**src/rtl/stall_control_unit.sv**
```systemverilog
// Pipeline stall/flush controller: load-use, multi-cycle mul/div, memory busy and branch flush.
// Optional STALL_PERF_CNT_EN macro enables the STALL_CYCLES / FLUSH_COUNT performance counters.
module stall_control_unit #(
  parameter int MULDIV_LATENCY = 4
) (
  input  logic        CLK,
  input  logic        RESET,
  input  logic        LU_HAZ_SIG,
  input  logic        EX_MULDIV_START,
  input  logic        EX_BRANCH_TAKEN,
  input  logic        DMEM_BUSY,
  output logic        PC_STALL,
  output logic        IF_ID_STALL,
  output logic        ID_EX_STALL,
  output logic        EX_MEM_STALL,
  output logic        IF_ID_FLUSH,
  output logic        ID_EX_FLUSH,
  output logic        EX_MEM_FLUSH,
  output logic        MEM_WB_FLUSH,
  output logic [31:0] STALL_CYCLES,
  output logic [15:0] FLUSH_COUNT
);

  localparam logic [0:0] RUN    = 1'b0;
  localparam logic [0:0] MULDIV = 1'b1;

  localparam bit         MULTI_CYCLE = (MULDIV_LATENCY > 1);
  // First stall cycle is the RUN cycle that sees the start, so the counter loads LATENCY-2.
  localparam logic [4:0] REM_INIT    = MULTI_CYCLE ? 5'(MULDIV_LATENCY - 2) : 5'd0;

  logic [0:0] state_reg, state_next;
  logic [4:0] rem_reg, rem_next;
  logic       md_stall;

  assign md_stall = ((state_reg == RUN) && EX_MULDIV_START && MULTI_CYCLE) ||
                    ((state_reg == MULDIV) && (rem_reg != 5'd0));

  always_comb begin
    state_next = state_reg;
    rem_next   = rem_reg;
    if (state_reg == RUN) begin
      if (EX_MULDIV_START && MULTI_CYCLE) begin
        state_next = MULDIV;
        rem_next   = REM_INIT;
      end
    end else begin
      if (rem_reg != 5'd0) begin
        rem_next = rem_reg - 5'd1;
      end else if (!DMEM_BUSY) begin
        state_next = RUN;
      end
    end
  end

  always_ff @(posedge CLK or negedge RESET) begin
    if (!RESET) begin
      state_reg <= RUN;
      rem_reg   <= 5'd0;
    end else begin
      state_reg <= state_next;
      rem_reg   <= rem_next;
    end
  end

  logic pc_stall_c, if_id_stall_c, id_ex_stall_c, ex_mem_stall_c;
  logic if_id_flush_c, id_ex_flush_c, ex_mem_flush_c, mem_wb_flush_c;

  always_comb begin
    pc_stall_c     = 1'b0;
    if_id_stall_c  = 1'b0;
    id_ex_stall_c  = 1'b0;
    ex_mem_stall_c = 1'b0;
    if_id_flush_c  = 1'b0;
    id_ex_flush_c  = 1'b0;
    ex_mem_flush_c = 1'b0;
    mem_wb_flush_c = 1'b0;
    if (DMEM_BUSY) begin
      pc_stall_c     = 1'b1;
      if_id_stall_c  = 1'b1;
      id_ex_stall_c  = 1'b1;
      ex_mem_stall_c = 1'b1;
      mem_wb_flush_c = 1'b1;
    end else if (md_stall) begin
      pc_stall_c     = 1'b1;
      if_id_stall_c  = 1'b1;
      id_ex_stall_c  = 1'b1;
      ex_mem_flush_c = 1'b1;
    end else if (EX_BRANCH_TAKEN) begin
      // Branch squashes the younger instructions, which also resolves any load-use on them.
      if_id_flush_c  = 1'b1;
      id_ex_flush_c  = 1'b1;
    end else if (LU_HAZ_SIG) begin
      pc_stall_c     = 1'b1;
      if_id_stall_c  = 1'b1;
      id_ex_flush_c  = 1'b1;
    end
  end

  // Outputs are forced low for the whole time reset is held.
  assign PC_STALL     = RESET & pc_stall_c;
  assign IF_ID_STALL  = RESET & if_id_stall_c;
  assign ID_EX_STALL  = RESET & id_ex_stall_c;
  assign EX_MEM_STALL = RESET & ex_mem_stall_c;
  assign IF_ID_FLUSH  = RESET & if_id_flush_c;
  assign ID_EX_FLUSH  = RESET & id_ex_flush_c;
  assign EX_MEM_FLUSH = RESET & ex_mem_flush_c;
  assign MEM_WB_FLUSH = RESET & mem_wb_flush_c;

`ifdef STALL_PERF_CNT_EN
  logic [31:0] stall_cycles_reg;
  logic [15:0] flush_count_reg;

  always_ff @(posedge CLK or negedge RESET) begin
    if (!RESET) begin
      stall_cycles_reg <= 32'd0;
      flush_count_reg  <= 16'd0;
    end else begin
      if (PC_STALL && (stall_cycles_reg != 32'hFFFF_FFFF)) begin
        stall_cycles_reg <= stall_cycles_reg + 32'd1;
      end
      if (IF_ID_FLUSH && (flush_count_reg != 16'hFFFF)) begin
        flush_count_reg <= flush_count_reg + 16'd1;
      end
    end
  end

  assign STALL_CYCLES = stall_cycles_reg;
  assign FLUSH_COUNT  = flush_count_reg;
`else
  assign STALL_CYCLES = 32'd0;
  assign FLUSH_COUNT  = 16'd0;
`endif

endmodule

```
**config.mk**
```make
export PLATFORM = sky130hd
export DESIGN_NAME = stall_control_unit
export DESIGN_NICKNAME = d
export VERILOG_FILES = /design/src/rtl/stall_control_unit.sv
export SDC_FILE = /design/constraint.sdc
export NUM_CORES = 1
export LEC_CHECK = 0
export ABC_AREA = 1
export CORE_MARGIN = 3
export CORE_UTILIZATION = 35
export CTS_CLUSTER_DIAMETER = 40
export DETAILED_ROUTE_END_ITERATION = 6
export PLACE_DENSITY = 0.85
export SETUP_SLACK_MARGIN = 0.3
export SLEW_MARGIN = 10
export SYNTH_ARGS = -nofsm -noshare
export SYNTH_HDL_FRONTEND = slang
export SYNTH_SLANG_ARGS = --single-unit
```
**constraint.sdc**
```tcl
create_clock -name CLK -period 3.1 [get_ports CLK]
set_clock_uncertainty 0.15 [all_clocks]
set_input_delay 0.62 -clock CLK [delete_from_list [all_inputs] [get_ports CLK]]
set_output_delay 0.62 -clock CLK [all_outputs]
set_load 0.03 [all_outputs]
```
; ---- Yosys cells after proc, flatten, opt, wreduce, memory -nomap -nowiden
; Cells that the tools add are included.
; W data, S select, Z words.
[classes]
n_reduce_logical = 6
add_sub_neg = 1
eq_ne = 1
muxes = 20
n_bitwise = 7
[op_table]
columns = operator, n
row1 = $mux W1, 17
row2 = $mux W5, 3
row3 = $and A1 B1 Y1, 6
row4 = $reduce_bool A5 Y1, 1
row5 = $sub A5 B1 Y5 const B, 1
row6 = $logic_and A1 B1 Y1, 2
row7 = $ne A2 B1 Y1 const B, 1
row8 = $reduce_and A2 Y1, 1
row9 = $reduce_bool A2 Y1, 1
row10 = $logic_or A1 B1 Y1, 1
row11 = $not A1 Y1, 1
[totals]
inputBits = 6
elab_cells = 37
ff_bits = 6

; ---- Longest topological paths before layout
; Gate-level depths: netlist of run 1.
[logic_depth]
depth_word = 6
mapped_depth = 8

; ---- Least setup slack after synthesis of run 1
; Ideal clock, no wire load.
[synth_path]
path_type = register to output
startpoint = register rem_reg[0]
endpoint = output PC_STALL
stages_incl_launch_ff = 9
arrival_ns = 1.394
path_buffers = 1
slack_ns = 0.936
path_cell_list = dfrtp_1 inv_1 ha_1 nand3_2 nand2_4 nand2_4 nand2_2 nand3_2 buf_4
[synth_between]
elab_chain_cells = 6
[synth_lines]
columns = element, line_no
row1 = start: declaration, 32  ; logic [4:0] rem_reg, rem_next;
row2 = start signal: assignment, 61  ; rem_reg <= rem_next;
row3 = $reduce_bool A5 Y1, 36  ; ((state_reg == MULDIV) && (rem_reg != 5'd0));
row4 = $logic_and A1 B1 Y1, 36
row5 = $logic_or A1 B1 Y1, 35  ; assign md_stall = ((state_reg == RUN) && EX_MULDIV_START && MULTI_CYCLE) ||
row6 = $mux W1 (2 in a row), --
row7 = $and A1 B1 Y1, --
row8 = end: declaration, 12  ; output logic PC_STALL,
; No other way between the ends.

; ---- Worst setup path in the final report of run 1
[layout_path]
startpoint = input RESET
endpoint = output IF_ID_FLUSH
[layout_between]
elab_chain_cells = 1
[layout_lines]
columns = element, line_no
row1 = start: declaration, 7  ; input logic RESET,
row2 = $and A1 B1 Y1, 104  ; assign IF_ID_FLUSH = RESET & if_id_flush_c;
row3 = end: declaration, 16  ; output logic IF_ID_FLUSH,
; No other way between the ends.

==> results of run 1 <==
-- logic make-up (layout without fill, tap and decap cells) --
family                   count (synthesis)  in the layout  share of synthesized area, %
adder cells (fa/ha/maj)                  1              1                         1.592
flip-flops                               6              6                         19.11
AND/OR/NAND/NOR                         24             24                         18.95
buffers and inverters                   61             29                         53.03
other                                    1             48                        0.4772
XOR/XNOR                                 2              2                         2.230
AO/OA/AOI/OAI                            5              5                         4.617
-- layout make-up --
type	count	area (sq um)	share of cell area (%)
multi-input combinational	80	395.4	50.89
sequential	6	150.1	19.32
timing repair buffer	15	133.9	17.23
inverter	11	41.29	5.314
tap	27	33.78	4.348
clock buffer	3	22.52	2.899
-- report_power, final --
group | total, mW | switching (mW) | internal, mW
logic | 0.423 | 0.296 | 0.126
registers | 0.142 | 0.0269 | 0.115
clock network | 0.0699 | 0.0263 | 0.0436
total | 0.635 | 0.349 | 0.285
-- path summary, 6_finish.rpt --
kind | from | endpoint | slack [ns] | cells past startpoint
setup / recovery | RESET | IF_ID_FLUSH | 0.43 | 4
hold / removal | rem_reg[4]$_DFFE_PN0P_ | rem_reg[4]$_DFFE_PN0P_ | 0.34 | 2
setup reg to reg | rem_reg[0]$_DFFE_PN0P_ | rem_reg[1]$_DFFE_PN0P_ | 1.67 | 7
hold reg to reg | rem_reg[4]$_DFFE_PN0P_ | rem_reg[4]$_DFFE_PN0P_ | 0.34 | 2
max in group asynchronous | RESET | rem_reg[0]$_DFFE_PN0P_ | 2.03 | 2
min in group asynchronous | RESET | state_reg$_DFF_PN0_ | 0.67 | 2
-- layer usage --
layer,up-vias,part of all wire [%],track usage [%]
met1,197,33,7.783
met2,30,53,12.24
met3,2,13,4.225
met4,0,1.1,5.106
li1,237,-,-
met5,-,0,0
-- per-stage QoR --
step,hold slack (ns),instances,power (mW)
6_report,0.3396,142,0.6347
5_1_grt,0.3901,142,0.6968
4_1_cts,0.3407,142,0.6420
3_5_place_dp,0.3300,139,0.5795
3_3_place_gp,0.3271,139,0.5703
2_1_floorplan,0.1744,147,0.5431
-- layout by cell type, fill, tap and decap left out, types with 2 or more instances in the layout --
master / n
sky130_fd_sc_hd__nand3_1: 5
sky130_fd_sc_hd__dlygate4sd2_1: 7
sky130_fd_sc_hd__nand2_1: 9
sky130_fd_sc_hd__buf_4: 3
sky130_fd_sc_hd__conb_1: 48
sky130_fd_sc_hd__nand2_4: 3
sky130_fd_sc_hd__clkdlybuf4s50_1: 5
sky130_fd_sc_hd__dfrtp_1: 6
sky130_fd_sc_hd__inv_1: 10
sky130_fd_sc_hd__nand3_2: 2
sky130_fd_sc_hd__nor3_2: 2
sky130_fd_sc_hd__clkbuf_4: 3
sky130_fd_sc_hd__o21ai_2: 3
-- worst min-delay path: cells and delay by family, from the launching register on --
family	cells	cell delay, ns
buffers and inverters	1	0.05
and+or+nand+nor	1	0.07
DFF	1	0.34
==> reports/results.txt, run 1 <==
The die covers 2849 sq um. The logs give 2 for the length of the first detailed-routing pass in iterations and 0 for the max-capacitance violation count. The count of input and output buffers was 13; the number of sinks handled by clock tree synthesis was 6. STA classifies the critical path startpoint as an input pin.

In this run, CTS created clock tree buffers numbering 3. The CTS H-tree depth was 1. The number of flip-flops and latches in the synthesized netlist was 6; the post-route antenna net violation count was 0. Of all nets on the critical path, the largest fanout is 6. Setup total negative slack on the finished layout was measured at 0 ns. Summed over all layers, the routed wires come to 1.091 mm. The worst path uses 86.15% of the clock period. The netlist area before placement is 785.8 sq um.

The synthesized design spends more area on one cell type than any other, namely sky130_fd_sc_hd__buf_4. After synthesis, the share of flip-flops with an asynchronous set or reset is 100.0%. Longest individual stage delay on the worst path: 0.59 ns. Critical path data arrival time: 1.90 ns. The die extent in x works out to 53.38 microns. In this design, the largest share of critical-path delay is due to buffers and inverters. Dividing the detail-routed wire length by the instance count gives 7.683 microns. Relative to the synthesized area, the layout overhead comes to -1.115%. Flip-flop count of the largest register after layout: 5. The area share of the leading cell type in the synthesized netlist is 47.77%. The signal on the critical path passes through clkdlybuf4s50_1 > nand2_1 > nor3_2 > dlygate4sd2_1. The post-route netlist has 16.52% of its cells at a drive strength greater than 1. The via count normalized by instance count is 3.282.

The commonest cells after synthesis are sky130_fd_sc_hd__buf_4 (50), sky130_fd_sc_hd__inv_1 (10), sky130_fd_sc_hd__nand2_1 (9). The number of max-slew violations in the final report is 0. STA classifies the critical path endpoint as an output port. For this design the ratio of total power to cell area is 816.9 nW/um^2.

In the post-route analysis, the smallest setup slack over all paths is 0.4294 ns. The mean instance size in the synthesized netlist works out to 7.858 sq um. The tools report the total number of vias as 466.

The repair_antennas step left the layout with diodes totalling 0. Counting flops with a built-in enable in the synthesized netlist gives 0. The number of hold buffers added after CTS was 0. Setup repair after global routing left no endpoint under its margin. In this run the cell area measured after placement is 763.2 sq um. Based on the critical path, the design can be clocked at up to 0.3744 GHz.

The final hold violation count is 0, and the initial cell density of the core is 38.48%. In the synthesized netlist the dominant register cell turns out to be sky130_fd_sc_hd__dfrtp_1. The insertion delay of the later-clocked pin in the worst-skew pair is 0.24 ns, and the number of cell rows is 16. The cell count after synthesis came out at 100.

TritonCTS built the clock tree. The shortest clock period the worst path allows after layout was 2.671 ns; the endpoint required time on the critical path was 2.33 ns. The run finished with clean final reports. After clock tree synthesis, the clock-pin slew on the worst setup and hold paths is 0.04 ns.

IR analysis of the VDD net gives a maximum drop of 0.0004828 V. 62 I/O pins were placed. The post-CTS setup buffer count is 0, and the fraction of the core area covered by cells at the end of the flow is 38.05%.

The critical path contains buffers and inverters numbering 2 combined. For this design the static power due to leakage is 0.4765 nW. For this block, the initial DRC count from the detailed router was 2. At the end of routability-driven placement, the weighted congestion stood at 0.7697.

The initial antenna violation count was 0. Entering global routing, the biggest net connects 8 pins. The tools report the final routed DRC violation total as 0. Ranked by total cell area, the synthesized netlist is headed by sky130_fd_sc_hd__buf_4 (48%), sky130_fd_sc_hd__dfrtp_1 (19%), sky130_fd_sc_hd__inv_1 (4.8%), sky130_fd_sc_hd__nand2_1 (4.3%), sky130_fd_sc_hd__nand2_4 (4.3%).

The share of the yosys chip area belonging to registers is 19.11%. The HPWL after detailed placement is 980.8 microns. Measured along the y axis, the die boundary spans 53.38 microns.

The Yosys warning count is 0. In the post-synthesis netlist, the cell with the most instances is sky130_fd_sc_hd__buf_4. In this run the worst hold path is classified as reg2reg.

Final global-route overflow total: 0. The via count of the first global-routing pass was 371; the core area was 2042 sq um. OpenSTA, run right after detailed placement, puts the worst setup slack at 0.1536 ns.

The post-route cell area is 777.0 sq um, and the post-cts repair resize count is 7. The number of different library cells used by synthesis comes to 19. Global routing used 7.764% of the available tracks across all layers. The slowest stage of the critical path is the sky130_fd_sc_hd__clkdlybuf4s50_1 cell. The first global-routing pass estimated 1.511 mm of wire.

The root buffer selected by CTS is sky130_fd_sc_hd__clkbuf_4. The number of buffers on the longest clock path was 2. The layout has 228 filler cells. The worst setup path category was in2out.

The total of endpoints with negative setup slack in the final report is 0. The final-stage net count was 124.
No activity file was read; power rests on OpenSTA's default activity.
==> run 2: changes to the inputs <==
ABC_AREA = 0   (was 1)
CORE_UTILIZATION = 34   (was 35)
==> run 2 against run 1 <==
Net effect: non-clock buffer count did not move; hold slack gained 0.050 ns; fmax is 0.35% lower; final area down 5.0%; die area is 1.9% lower; register-to-register slack lost 0.23 ns; sequential share of layout area rose by 1.0 points; first-iteration DRC count increased to 6.0 times the previous value; via count up 8.6%; critical endpoint is now IF_ID_STALL.
==> reports/results.txt, run 2 <==
The number of instances in the synthesized netlist came out at 91 (-9.0%). For the final routed DRC violation total, the log shows 0 (unchanged). In the layout the commonest cells are sky130_fd_sc_hd__conb_1 (48), sky130_fd_sc_hd__buf_4 (6), sky130_fd_sc_hd__dfrtp_1 (6). The vertical extent of the die works out to 52.87 microns (-0.96%). Among all flip-flop cells after synthesis, the most frequent one is sky130_fd_sc_hd__dfrtp_1. The number of buffers on the longest clock path was 2 (unchanged).

The run gives 26 (+7) as the distinct cell type count after synthesis. The longest individual stage delay on the worst path works out to 0.43 ns (-0.16 ns). The Yosys warning count was 0 (unchanged). The worst-case hold path end point is rem_reg[1]$_DFFE_PN0P_.

The number of cell rows was 16 (unchanged). The endpoint identified for the worst register-to-register timing path is rem_reg[1]$_DFFE_PN0P_. The number of enable flip-flop cells after synthesis was 0 (unchanged).

The sum of negative setup slack came out at 0 ns (unchanged). The classification of the worst-slack hold path was reg2reg. The leakage power came out at 0.4152 nW (-13%). Setup repair after global routing left no endpoint under its margin.

The final global-route overflow total was 0 (unchanged). The maximum vdd ir drop was 0.0002815 V (-42%); the initial antenna violation count was 0 (unchanged). The share of the cycle needed by the critical path after routing was 86.45% (+0.30 points); the CTS H-tree depth was 1 (unchanged). For the detailed-route wire length, the log shows 1.187 mm (+8.8%). The number of max-slew violations in the final report was 0 (unchanged). The share of the yosys chip area belonging to registers came out at 20.10% (+0.99 points). The number of flip-flops and latches in the synthesized netlist works out to 6 (unchanged). The final standard cell count with taps included and fillers excluded was 132 (-7.0%).

The hold slack came out at 0.3895 ns (+0.04993 ns). The worst-case reg-to-reg path depth was 6 (-1); the initial cell density of the core was 36.94% (-1.5 points). Cell type of the slowest stage on the worst timing path: sky130_fd_sc_hd__clkdlybuf4s50_1. The cell occurring most often along the worst timing path was sky130_fd_sc_hd__buf_4.

The flow ran to the end, and the final reports show no timing, DRC or antenna violations. The final-stage net count was 114 (-8.1%); the final antenna diode count was 0 (unchanged). The tools report the number of buffers added by the clock tree synthesis step as 3 (unchanged). The length of the first detailed-routing pass in iterations is 3 (+1). STA classifies the critical path endpoint as an output port. The largest fanout on the critical path is 5 (-1), and the reg2reg setup slack is 1.44 ns (-0.23 ns). The via count of the first global-routing pass is 401 (+8.1%), and the via count normalized by instance count is 3.833 (+17%). The number of sinks handled by clock tree synthesis came out at 6 (unchanged). The wire length of the first global-routing pass was 1.614 mm (+6.8%). Summed over all instances, the cell type with the most area after synthesis is sky130_fd_sc_hd__buf_4. The area share of the leading cell type in the synthesized netlist was 50.25% (+2.5 points); the pin count of the biggest net entering global routing was 10 (+2). For the top-level I/O count, the log shows 62 (unchanged). The core area came out at 2022 sq um (-0.98%). The signal on the critical path passes through clkdlybuf4s50_1 > nor2_1 > a21oi_2 > buf_4 > o31a_1 > buf_4. The tools report the final hold violation count as 0 (unchanged).

The library cell used most frequently in the layout, excluding fill and tap cells, is sky130_fd_sc_hd__conb_1. The netlist area before placement came out at 747.0 sq um (-4.9%). Max-capacitance violation count: 0 (unchanged). The area growth from synthesis to layout was -1.172% (about the same); the total number of vias was 506 (+8.6%). The shortest clock period the worst path allows after layout is 2.680 ns (+0.009255 ns), and the clock transition at the registers of the reported paths is 0.04 ns (about the same). In the post-synthesis netlist, the biggest area contributors are sky130_fd_sc_hd__buf_4 (50%), sky130_fd_sc_hd__dfrtp_1 (20%), sky130_fd_sc_hd__inv_1 (2.5%), sky130_fd_sc_hd__o21ai_0 (2.0%), sky130_fd_sc_hd__nor4b_2 (2.0%). Flip-flop count of the largest register after layout: 5 (unchanged). The tree is rooted in a sky130_fd_sc_hd__clkbuf_4. The die area was 2795 sq um (-1.9%); the async set-or-reset flop fraction in the synthesized netlist was 100.0% (unchanged). The launching point of the worst reg2reg path was rem_reg[0]$_DFFE_PN0P_.

The mean instance size in the synthesized netlist came out at 8.208 sq um (+4.5%). Post-route cell area: 738.2 sq um (-5.0%). The number of cells traversed by the worst hold path was 1 (-1); the insertion delay of the later-clocked pin in the worst-skew pair was 0.24 ns (about the same). The detail-routed net length per standard cell works out to 8.992 microns (+17%). The power density normalized to cell area is 696.3 nW/um^2 (-15%). The count of input and output buffers is 13 (unchanged). In this run the most critical hold path is launched from rem_reg[1]$_DFFE_PN0P_. The number of design-rule violations left by the first detailed-router iteration is 12 (+10), and the endpoint required time on the critical path is 2.33 ns (about the same). The tools report the half-perimeter wire length after detailed placement as 971.1 microns (-0.99%).

The worst setup path category was in2out. The critical path data arrival time was 1.91 ns (about the same); the total global-route track usage was 8.235% (+0.47 points). The tools report the kind of start point of the critical path as an input pin. Die extent in x: 52.87 microns (-0.96%).

The final weighted congestion of routability-driven global placement was 0.6921 (-10%); the share of final-layout standard cells stronger than drive strength 1 was 10.48% (-6.0 points). The total of endpoints with negative setup slack in the final report was 0 (unchanged). The post-CTS setup buffer count is 0 (unchanged), and the post-route antenna net violation count is 0 (unchanged). By count the netlist is led by sky130_fd_sc_hd__buf_4 (50), sky130_fd_sc_hd__dfrtp_1 (6), sky130_fd_sc_hd__inv_1 (5). TritonCTS built the clock tree. The fmax is 0.3732 GHz (-0.35%).

The logs give 711.9 sq um (-6.7%) for the area after detailed placement and 129 (-7.2%) for the total placed cells including tap cells. The most frequent cell after synthesis is sky130_fd_sc_hd__buf_4.
==> run 2: changes by cell type after synthesis, moves of 3 or more <==
cell,delta
sky130_fd_sc_hd__nand2_4,-3
sky130_fd_sc_hd__o21ai_2,-3
sky130_fd_sc_hd__inv_1,-5
sky130_fd_sc_hd__nand2_1,-8
sky130_fd_sc_hd__nand3_1,-5
==> run 2: routing by layer <==
metal / global-route usage (%) / part of all wire (%)
met1: 8.219 / 34
met5: 0 / 0
met3: 4.225 / 18
met4: 6.809 / 3.5
met2: 12.60 / 44
==> run 2: where the power goes <==
| part | internal (mW) | switching (mW) |
|---|---|---|
| clock | 0.0437 | 0.0267 |
| sequential | 0.110 | 0.0353 |
| combinational | 0.108 | 0.190 |
| total | 0.262 | 0.252 |
==> run 2: logic make-up (layout without fill, tap and decap cells) <==
logic type	after synthesis	in the layout	synth area share [%]
DFF	6	6	20.10
adders and majority gates	1	1	1.675
muxes	1	1	1.340
AOI/OAI and AO/OA	13	13	11.39
buffers and inverters	56	23	53.43
other	1	48	0.5020
and+or+nand+nor	13	13	11.56
==> run 2: worst max-delay path by stage <==
stage | startpoint | end | slack (ns) | depth (start not counted)
after global placement | EX_MULDIV_START | IF_ID_FLUSH | 0.16 | 5
after floorplan | rem_reg[0]$_DFFE_PN0P_ | ID_EX_FLUSH | 0.65 | 5
after detailed placement | EX_MULDIV_START | IF_ID_FLUSH | 0.18 | 5
after CTS | rem_reg[0]$_DFFE_PN0P_ | IF_ID_STALL | 0.39 | 7
after global routing | rem_reg[0]$_DFFE_PN0P_ | IF_ID_STALL | 0.30 | 7
final | EX_MULDIV_START | IF_ID_STALL | 0.42 | 6
==> run 2: cell type report <==
cell class | count | area [sq um]
Clock buffer | 3 | 22.52
Fill cell | 234 | 1284
Inverter | 5 | 18.77
Multi-Input combinational cell | 76 | 382.9
Sequential cell | 6 | 150.1
Tap cell | 27 | 33.78
Timing Repair Buffer | 15 | 130.1
==> run 2: stage by stage <==
stage                     power (mW)  setup slack, ns  utilization (%)
after floorplan               0.4155           0.6512                -
after global placement        0.4190           0.1628            35.21
after detailed placement      0.4338           0.1826            35.21
after CTS                     0.5042           0.3887            36.08
after global routing          0.5549           0.2982            36.51
final                         0.5141           0.4201            36.51
==> run 2: worst max-delay path: cells and delay by family <==
| family | cells | cell delay (ns) |
|---|---|---|
| buffers and inverters | 3 | 0.77 |
| AO/OA/AOI/OAI | 2 | 0.36 |
| AND/OR/NAND/NOR | 1 | 0.16 |
==> run 2: timing repair <==
item	in CTS	in global routing
gates resized for setup	4	1
endpoints found under the setup margin	4	3
cloned	0	0
hold buffers	0	0
